$ cat config.mk
export PLATFORM = sky130hd
export DESIGN_NAME = prog_sequencer
export DESIGN_NICKNAME = d
export VERILOG_FILES = /design/src/rtl/prog_sequencer_pkg.sv /design/src/rtl/prog_rom.sv /design/src/rtl/prog_sequencer.sv
export SDC_FILE = /design/constraint.sdc
export NUM_CORES = 1
export LEC_CHECK = 0
export CORE_MARGIN = 2
export CORE_UTILIZATION = 40
export CTS_CLUSTER_SIZE = 10
export DETAILED_ROUTE_END_ITERATION = 8
export MAX_ROUTING_LAYER = met4
export PLACE_DENSITY = 0.55
export SYNTH_ARGS = -nofsm -noshare
export SYNTH_HDL_FRONTEND = slang
export SYNTH_SLANG_ARGS = --single-unit
$ cat constraint.sdc
create_clock -name clk -period 7.75 [get_ports clk]
set_input_delay 1.55 -clock clk [delete_from_list [all_inputs] [get_ports clk]]
set_output_delay 1.55 -clock clk [all_outputs]
set_load 0.01 [all_outputs]
$ cat src/rtl/prog_sequencer_pkg.sv
// ----------------------------------------------------------------------------
// prog_sequencer_pkg
// Shared configuration for the program sequencer and its program store:
//   - processor command word width and opcode field position
//   - MV / MVI / ADD / SUB opcode values
//   - default program depth
//   - sequencer state encoding
//   - small opcode helper
// ----------------------------------------------------------------------------
package prog_sequencer_pkg;

  // Processor command word: {opcode[5:4], rx[3:2], ry[1:0]}
  localparam int CMD_LENGTH = 6;
  localparam int OP_MSB     = 5;
  localparam int OP_LSB     = 4;

  localparam logic [1:0] CMD_MV  = 2'b00;
  localparam logic [1:0] CMD_MVI = 2'b01;
  localparam logic [1:0] CMD_ADD = 2'b10;
  localparam logic [1:0] CMD_SUB = 2'b11;

  localparam int PROG_DEPTH_DEF = 16;

  typedef enum logic [2:0] {
    ST_IDLE    = 3'd0,
    ST_ISSUE   = 3'd1,
    ST_OPERAND = 3'd2,
    ST_WAIT    = 3'd3,
    ST_FINISH  = 3'd4
  } seq_state_e;

  // MVI is the only command followed by an immediate word.
  function automatic logic is_mvi(input logic [1:0] op);
    return (op == CMD_MVI);
  endfunction

endpackage

$ cat src/rtl/prog_rom.sv
// ----------------------------------------------------------------------------
// prog_rom
// Program word store: synchronous write, asynchronous read, no reset
// (contents survive resetn).
// Ports:
//   clk      in   clock, rising edge
//   i_we     in   write strobe
//   i_waddr  in   write address
//   i_wdata  in   write data
//   i_raddr  in   read address
//   o_rdata  out  combinational read data
// ----------------------------------------------------------------------------
module prog_rom
  import prog_sequencer_pkg::*;
#(
  parameter int DEPTH = PROG_DEPTH_DEF,
  parameter int AW    = 4,
  parameter int W     = CMD_LENGTH
) (
  input  logic          clk,
  input  logic          i_we,
  input  logic [AW-1:0] i_waddr,
  input  logic [W-1:0]  i_wdata,
  input  logic [AW-1:0] i_raddr,
  output logic [W-1:0]  o_rdata
);

  logic [W-1:0] r_mem [DEPTH];

  // Program word write port.
  always_ff @(posedge clk) begin
    if (i_we) begin
      r_mem[i_waddr] <= i_wdata;
    end
  end

  assign o_rdata = r_mem[i_raddr];

endmodule

$ cat src/rtl/prog_sequencer.sv
// ----------------------------------------------------------------------------
// prog_sequencer
// Feeds a stored program, one command word at a time, to a simple
// multi-cycle processor (DIN/run/done handshake). MVI is followed by its
// immediate word; every other command waits for done. A per-instruction
// timeout and a truncated trailing MVI both raise the sticky err flag.
// Ports:
//   clk        in   clock, rising edge
//   resetn     in   asynchronous active-low reset
//   start      in   one-cycle pulse, begin at address 0 (ignored when busy)
//   abort      in   synchronous stop request, back to IDLE
//   prog_we    in   program write strobe (honoured only in IDLE)
//   prog_addr  in   program write address
//   prog_data  in   program write data
//   prog_len   in   number of valid program words, 0..PROG_DEPTH
//   done       in   processor instruction-complete flag
//   run        out  processor run
//   DIN        out  processor DIN bus
//   pc         out  address currently presented
//   busy       out  high outside IDLE
//   fin        out  one-cycle pulse at program end
//   err        out  sticky error, cleared by the next accepted start
// All outputs are registered; they are decoded from the next state.
// ----------------------------------------------------------------------------
module prog_sequencer
  import prog_sequencer_pkg::*;
#(
  parameter int PROG_DEPTH = PROG_DEPTH_DEF,
  parameter int AW         = 4,
  parameter int TMO        = 6
) (
  input  logic                  clk,
  input  logic                  resetn,
  input  logic                  start,
  input  logic                  abort,
  input  logic                  prog_we,
  input  logic [AW-1:0]         prog_addr,
  input  logic [CMD_LENGTH-1:0] prog_data,
  input  logic [AW:0]           prog_len,
  input  logic                  done,
  output logic                  run,
  output logic [CMD_LENGTH-1:0] DIN,
  output logic [AW-1:0]         pc,
  output logic                  busy,
  output logic                  fin,
  output logic                  err
);

  localparam int TW = $clog2(TMO + 1);

  localparam logic [AW:0]           PC_ZERO  = {(AW+1){1'b0}};
  localparam logic [AW:0]           PC_ONE   = {{AW{1'b0}}, 1'b1};
  localparam logic [TW-1:0]         TMO_ZERO = {TW{1'b0}};
  localparam logic [TW-1:0]         TMO_ONE  = {{(TW-1){1'b0}}, 1'b1};
  localparam logic [TW-1:0]         TMO_LIM  = TW'(TMO);
  localparam logic [CMD_LENGTH-1:0] DIN_ZERO = {CMD_LENGTH{1'b0}};

  seq_state_e            r_state, w_state_nxt;
  // One extra bit so that pc can reach PROG_DEPTH without wrapping.
  logic [AW:0]           r_pc, w_pc_nxt, w_pc_inc;
  logic [TW-1:0]         r_tmo, w_tmo_nxt, w_tmo_inc;
  logic                  r_err, w_err_nxt;

  logic                  r_run, r_busy, r_fin;
  logic [CMD_LENGTH-1:0] r_din;
  logic                  w_run_nxt, w_busy_nxt, w_fin_nxt;
  logic [CMD_LENGTH-1:0] w_din_nxt;

  logic                  w_rom_we;
  logic [CMD_LENGTH-1:0] w_rom_rdata;
  logic                  w_len_zero;

  assign w_pc_inc   = r_pc + PC_ONE;
  assign w_tmo_inc  = r_tmo + TMO_ONE;
  assign w_len_zero = (prog_len == PC_ZERO);
  assign w_rom_we   = prog_we && (r_state == ST_IDLE);

  // The read port looks at the next pc so DIN can be registered with the state.
  prog_rom #(
    .DEPTH (PROG_DEPTH),
    .AW    (AW),
    .W     (CMD_LENGTH)
  ) u_rom (
    .clk     (clk),
    .i_we    (w_rom_we),
    .i_waddr (prog_addr),
    .i_wdata (prog_data),
    .i_raddr (w_pc_nxt[AW-1:0]),
    .o_rdata (w_rom_rdata)
  );

  // Next-state, pc, timeout and error logic.
  always_comb begin
    w_state_nxt = r_state;
    w_pc_nxt    = r_pc;
    w_tmo_nxt   = r_tmo;
    w_err_nxt   = r_err;
    case (r_state)
      ST_IDLE: begin
        if (start) begin
          w_pc_nxt  = PC_ZERO;
          w_tmo_nxt = TMO_ZERO;
          w_err_nxt = 1'b0;
          if (w_len_zero) begin
            w_state_nxt = ST_FINISH;
          end else begin
            w_state_nxt = ST_ISSUE;
          end
        end else begin
          w_state_nxt = ST_IDLE;
        end
      end
      ST_ISSUE: begin
        w_tmo_nxt = TMO_ZERO;
        if (abort) begin
          w_state_nxt = ST_IDLE;
        end else if (is_mvi(r_din[OP_MSB:OP_LSB])) begin
          w_state_nxt = ST_OPERAND;
          w_pc_nxt    = w_pc_inc;
          // Immediate word would lie past the program: flag it now.
          if (w_pc_inc >= prog_len) begin
            w_err_nxt = 1'b1;
          end else begin
            w_err_nxt = r_err;
          end
        end else begin
          w_state_nxt = ST_WAIT;
        end
      end
      ST_OPERAND, ST_WAIT: begin
        // abort has priority over done: pc stays where it was.
        if (abort) begin
          w_state_nxt = ST_IDLE;
          w_tmo_nxt   = TMO_ZERO;
        end else if (done) begin
          w_pc_nxt = w_pc_inc;
          if (w_pc_inc >= prog_len) begin
            w_state_nxt = ST_FINISH;
          end else begin
            w_state_nxt = ST_ISSUE;
          end
        end else if (w_tmo_inc >= TMO_LIM) begin
          w_err_nxt   = 1'b1;
          w_state_nxt = ST_FINISH;
        end else begin
          w_tmo_nxt = w_tmo_inc;
        end
      end
      ST_FINISH: begin
        w_state_nxt = ST_IDLE;
      end
      default: begin
        w_state_nxt = ST_IDLE;
      end
    endcase
  end

  // Output decode from the next state.
  always_comb begin
    w_run_nxt  = 1'b0;
    w_busy_nxt = 1'b1;
    w_fin_nxt  = 1'b0;
    w_din_nxt  = DIN_ZERO;
    case (w_state_nxt)
      ST_IDLE: begin
        w_busy_nxt = 1'b0;
      end
      ST_ISSUE: begin
        w_run_nxt = 1'b1;
        w_din_nxt = w_rom_rdata;
      end
      ST_OPERAND: begin
        w_run_nxt = 1'b1;
        // Truncated MVI: present zero instead of a word beyond prog_len.
        if (w_pc_nxt < prog_len) begin
          w_din_nxt = w_rom_rdata;
        end else begin
          w_din_nxt = DIN_ZERO;
        end
      end
      ST_WAIT: begin
        w_run_nxt = 1'b1;
      end
      ST_FINISH: begin
        w_fin_nxt = 1'b1;
      end
      default: begin
        w_busy_nxt = 1'b0;
      end
    endcase
  end

  // State, pc, timeout counter and sticky error.
  always_ff @(posedge clk or negedge resetn) begin
    if (!resetn) begin
      r_state <= ST_IDLE;
      r_pc    <= PC_ZERO;
      r_tmo   <= TMO_ZERO;
      r_err   <= 1'b0;
    end else begin
      r_state <= w_state_nxt;
      r_pc    <= w_pc_nxt;
      r_tmo   <= w_tmo_nxt;
      r_err   <= w_err_nxt;
    end
  end

  // Registered processor-facing and status outputs.
  always_ff @(posedge clk or negedge resetn) begin
    if (!resetn) begin
      r_run  <= 1'b0;
      r_din  <= DIN_ZERO;
      r_busy <= 1'b0;
      r_fin  <= 1'b0;
    end else begin
      r_run  <= w_run_nxt;
      r_din  <= w_din_nxt;
      r_busy <= w_busy_nxt;
      r_fin  <= w_fin_nxt;
    end
  end

  assign run  = r_run;
  assign DIN  = r_din;
  assign pc   = r_pc[AW-1:0];
  assign busy = r_busy;
  assign fin  = r_fin;
  assign err  = r_err;

endmodule

Yosys cells after proc, flatten, opt, wreduce, memory -nomap -nowiden

Memory sizes are Yosys's and may differ from the RTL's.
Cells that the tools add are included.

Bits in registers: 21
RAM bits: 96
Output and inout port bits: 14
Logic and storage cells: 75
Memories: 1

$add $sub $neg: 2
Order comparisons: 3
Eq/ne operators: 17
Muxes and demuxes: 35
Reductions and logical operators: 9

Memories:

| name        | words | bits a word | read ports | clocked after Yosys merged registers in | write ports | line           | source |
|---|---|---|---|---|---|---|---|
| u_rom.r_mem | 16    | 6           | 1          | 0                                       | 1           | prog_rom.sv:28 | `logic [W-1:0] r_mem [DEPTH];` |

Operator list:

| kind                | number |
|---|---|
| $mux 3              | 10 |
| $mux 5              | 5 |
| $pmux 3 s3          | 2 |
| $pmux 5 s3          | 1 |
| $ne 2x2->1 const B  | 7 |
| $mux 1              | 13 |
| $eq 3x2->1 const B  | 4 |
| $pmux 6 s2          | 1 |
| $reduce_and 8->1    | 1 |
| $eq 3x1->1 const B  | 2 |
| $mux 6              | 1 |
| $ne 3x3->1 const B  | 2 |
| $add 5x1->5 const B | 1 |
| $ge 5x5->1          | 1 |
| $logic_not 5->1     | 1 |
| $lt 5x5->1          | 1 |
| $reduce_and 4->1    | 1 |
| $reduce_or 4->1     | 1 |
| $add 3x1->3 const B | 1 |
| $eq 3x3->1 const B  | 1 |
| $ge 3x3->1 const B  | 1 |
| $logic_not 3->1     | 1 |
| $pmux 1 s3          | 1 |
| $reduce_bool 3->1   | 1 |
| 5 further kinds     | 5 |

Longest topological paths before layout

Word-level depth: 9
Gate-level depth with buffers: 15

Modules after synthesis

Synthesis repeated with hierarchy kept, for this count alone.

Cell total of the unflattened synthesis: 323
Area total of the unflattened synthesis: 5237.5 um^2

Modules (own cells, without submodules):

| module         | instances | cells each | area an instance (um^2) | sequential area each (um^2) |
|---|---|---|---|---|
| prog_rom       | 1         | 172        | 3774.9                  | 2882.8 |
| prog_sequencer | 1         | 151        | 1462.7                  | 525.5 |

Worst setup path after synthesis

OpenSTA, ideal clock, no wires.

Path type: input to register
Start point: in abort
End point: reg r_din[0], in the netlist DIN[0]
Library setup time: 0.083 ns
Arrival: 4.034 ns
Required time: 7.667 ns
Setup slack: 3.633 ns
Stages: 14
Buffers on the path: 3
Path through: or4b_4 > o2111ai_2 > and2_1 > buf_6 > inv_2 > buf_6 > buf_4 > ha_1 > nor2b_1 > o2111ai_1 > o2111ai_1 > mux2i_1 > nand2b_1 > o22ai_1

Longest elaborated chain between the ends: 5

RTL lines:

| item                                              | line                                         | source |
|---|---|---|
| start, declared                                   | prog_sequencer.sv:35                         | `input logic abort,` |
| $mux 5, on equally long branches                  | prog_sequencer.sv:132, prog_sequencer.sv:115 |  |
| $pmux 5 s3 *                                      | prog_sequencer.sv:98                         | `case (r_state)` |
| named net u_rom.i_raddr[1]                        | prog_rom.sv:24                               | `input logic [AW-1:0] i_raddr,` |
| $mem_v2 16x6 / $lt 5x5->1 (equally long branches) | -                                            |  |
| $mux 6                                            | prog_sequencer.sv:175                        | `if (w_pc_nxt < prog_len) begin` |
| $pmux 6 s2 *                                      | prog_sequencer.sv:164                        | `case (w_state_nxt)` |
| named net w_din_nxt[0]                            | prog_sequencer.sv:67                         | `logic [CMD_LENGTH-1:0] w_din_nxt;` |
| end signal, assigned                              | prog_sequencer.sv:217                        | `r_din <= w_din_nxt;` |
| end, declared                                     | prog_sequencer.sv:65                         | `logic [CMD_LENGTH-1:0] r_din;` |

Mark *: on every way through the listed nets, which the timed path passes. The rest lies on a longest branch.
A chain may end at the register's enable or synchronous reset.

Worst setup path in the final report

Start point: in abort
End point: reg r_din[3], in the netlist DIN[3]

Longest elaborated chain between the ends: 5

RTL lines:

| item                                              | line |
|---|---|
| $mux 5, on equally long branches                  | prog_sequencer.sv:132, prog_sequencer.sv:115 |
| $pmux 5 s3                                        | prog_sequencer.sv:98 |
| $mem_v2 16x6 / $lt 5x5->1 (equally long branches) | - |
| $mux 6                                            | prog_sequencer.sv:175 |
| $pmux 6 s2 *                                      | prog_sequencer.sv:164 |
| named net w_din_nxt[3]                            | prog_sequencer.sv:67 |

Marked as above.

==> impl_metrics.ini <==
[outcome]
outcome = complete, no violations

[global_routing]
grt_pass1_wl_mm = 18.8
antenna_found_initial = 0
grt_start_max_net_pins = 50
track_usage = 0.187
grt_overflow = 0
grt_pass1_vias = 3394

[floorplan]
row_count = 41
io_pins = 35
initial_core_util = 0.412
core-area_um2 = 12700
die_height_um = 118
dieArea_um2 = 14000
die_w_um = 118

[detailed_routing]
drc = 0
firstDrtPassIters = 4
vias = 3432
wl_per_cell_um = 18.2
ant_nets = 0
routed_wl_mm = 11.9
drtIter0Drc = 266
via_per_inst = 5.25

[final_layout]
multi_input_area_um2 = 1640
nFillCells = 1199
final_common_cell = edfxtp_1
syn_to_final_growth_pct = 18.8
final_nets = 503
antenna_cells = 0
final_cell_mix = edfxtp_1 (96), nand2_1 (86), nand3_1 (39)
fin_cells = 654
drive_above_1_share = 0.0809
register_area_um2 = 3410

[place]
place_congestion = 0.843
place_ws_ns = 2.58
placedCellCount = 623
dp_hpwl_mm = 7.97
portBuffers = 34

[power_and_ir_drop]
pwr-share-comb = 0.232
sw_frac_of_total = 0.294
power_leakage_nw = 2.28
seq_power_share = 0.393
p_clk_frac = 0.375
cellInternalPower_mw = 1.37
power_density_nw_per_um2 = 311
irDropWorstVdd_v = 0.000193
switchingPower_mw = 0.570

[logic_synthesis]
synth_cell_types = 55
yosys_most_used_dff = edfxtp_1
synthTopCellsByArea = edfxtp_1 (55%), dfrtp_1 (10%), nand2_1 (6.2%)
synth_edf_count = 96
synth_nets = 470
synth_area_um2 = 5240
async_flop_share = 0.179
yosysSeqAreaShare = 0.650
syn-instance-count = 437
netlist.area_leader.share = 0.550
synth_area_per_cell_um2 = 12.0
ys_warn_count = 0
synth_seq_cells = 117
synth_top_area_cell = edfxtp_1

[sta]
slew_headroom = 0.195
timing.final.ws_setup_ns = 2.99
final.period_utilization = 0.614
hold_viol = 0
timing.fmax_mhz = 210
period_needed_ns = 4.76
tightest_slew_ns = 1.21
setup_viol = 0
finalSetupTns_ns = 0
rsz0062_at_grt = false
slew_viol_final = 0
clock_skew_ns = 0.00814

[clocking]
clockBufferDepth = 2
cts_max_level = 4
tritoncts = built
ctsHoldBuffers = 0
cts_made_buffers = 17
cts_setup_buffers = 0
clock_latency_ns = 0.42
cts_resized = 0
clock_sinks = 117
cts.clk_slew.worst_paths_ns = 0.05
cts_root_buf = clkbuf_16

[worst_setup_path]
end_kind = register
start_kind = primary input
crit_required_ns = 8.08
worst-setup-path-type = primary input to register
path_max_fanout = 37
crit_buf_inv = 3
crit_arrival_ns = 5.09
crit_path_frequent_cell = o2111ai_1
critical_path.cell_chain = clkdlybuf4s50_1 -> or4b_4 -> o2111ai_2 -> and2_1 -> buf_4 -> inv_2 -> ha_1 -> nor2b_1 -> o2111ai_1 -> o2111ai_1 -> mux2i_1 -> nand2b_1 -> o22ai_1
critical-path-slowest-cell = or4b_4
critPathTopFamily = simple AND/OR/NAND/NOR gates
slowest_delay_ns = 0.57

[job]
cap_violations = 0

[worst_hold_path]
worst_hold_path_type = register to register
==> worst register-to-register path, stage by stage (launching register included) <==
cell and delay, ns:
dfrtp_1 0.53, or4b_4 0.63, o2111ai_2 0.45, and2_1 0.20
buf_4 0.36, inv_2 0.09, ha_1 0.29, nor2b_1 0.13
o2111ai_1 0.17, o2111ai_1 0.13, mux2i_1 0.20, nand2b_1 0.20
o22ai_1 0.22
==> cell families after synthesis <==
| group | share of synthesized area |
|---|---|
| compound gates | 0.0950 |
| xor+xnor | 0.00668 |
| flops | 0.650 |
| buf+inv | 0.0367 |
| mux | 0.00382 |
| fa+ha+maj | 0.0286 |
| simple gates | 0.179 |
==> metal layers <==
metal	part of all wire	GRT usage	wire, µm	up-vias
met2	0.50	0.289	5900	98
met1	0.44	0.231	5220	1626
met5	0	-	0	-
met3	0.051	0.0536	608	16
li1	-	-	-	1692
met4	0.015	0.0796	180	0
==> Yosys cell counts, types with 3 or more instances <==
| cell | number |
|---|---|
| nor2_1 | 20 |
| a21oi_1 | 6 |
| o22ai_1 | 6 |
| buf_6 | 3 |
| a31oi_1 | 12 |
| a21o_1 | 4 |
| and2_1 | 4 |
| dfrtp_1 | 21 |
| nand2b_1 | 5 |
| clkbuf_1 | 9 |
| buf_2 | 4 |
| ha_1 | 12 |
| xnor2_1 | 3 |
| buf_4 | 8 |
| and3_1 | 12 |
| nor2b_1 | 4 |
| nand3_1 | 39 |
| edfxtp_1 | 96 |
| a211oi_1 | 12 |
| inv_1 | 11 |
| nor3_1 | 7 |
| o21ai_0 | 10 |
| nand2_1 | 86 |
==> layout make-up <==
| class | instances | area share |
|---|---|---|
| inverters | 12 | 0.00723 |
| repair buffers | 38 | 0.0594 |
| flip-flops and latches | 117 | 0.547 |
| well taps | 172 | 0.0345 |
| clock inverters | 10 | 0.0173 |
| multi-input cells | 284 | 0.264 |
| clock buffers | 21 | 0.0707 |
==> power by group through the flow <==
stage               clock network, mW  registers, mW  logic [mW]
detailed placement                  0          0.774       0.454
global placement                    0          0.773       0.451
floorplan                           0          0.760       0.312
global route                    0.769          0.767       0.497
CTS                             0.741          0.761       0.456
finish                          0.726          0.761       0.450
==> sequential cells by signal, summed over array words and instances (netlist names) <==
register and cells:
DIN 6, busy 1, err 1, fin 1
r_pc 5, r_state 3, r_tmo 3, run 1
u_rom.r_mem 96
==> per-stage QoR <==
stage	util	instance area [µm²]	hold slack, ns	total power, mW
4_1_cts	0.490	6230	0.508	1.96
3_3_place_gp	0.447	5680	0.491	1.22
5_1_grt	0.490	6230	0.544	2.03
6_report	0.490	6230	0.502	1.94
3_5_place_dp	0.447	5680	0.495	1.23
2_1_floorplan	-	5240	0.473	1.07
==> worst paths after layout <==
kind / cells after the start / endpoint / slack (ns) / startpoint
max reg2reg: 12 / DIN[3] / 4.06 / r_state[1]
min reg2reg: 2 / err / 0.50 / err
min in group asynchronous: 1 / err / 1.70 / resetn
max in group asynchronous: 1 / DIN[3] / 5.43 / resetn
min: 2 / err / 0.50 / err
max: 13 / DIN[3] / 2.99 / abort
(Power assumes the default switching activity.)
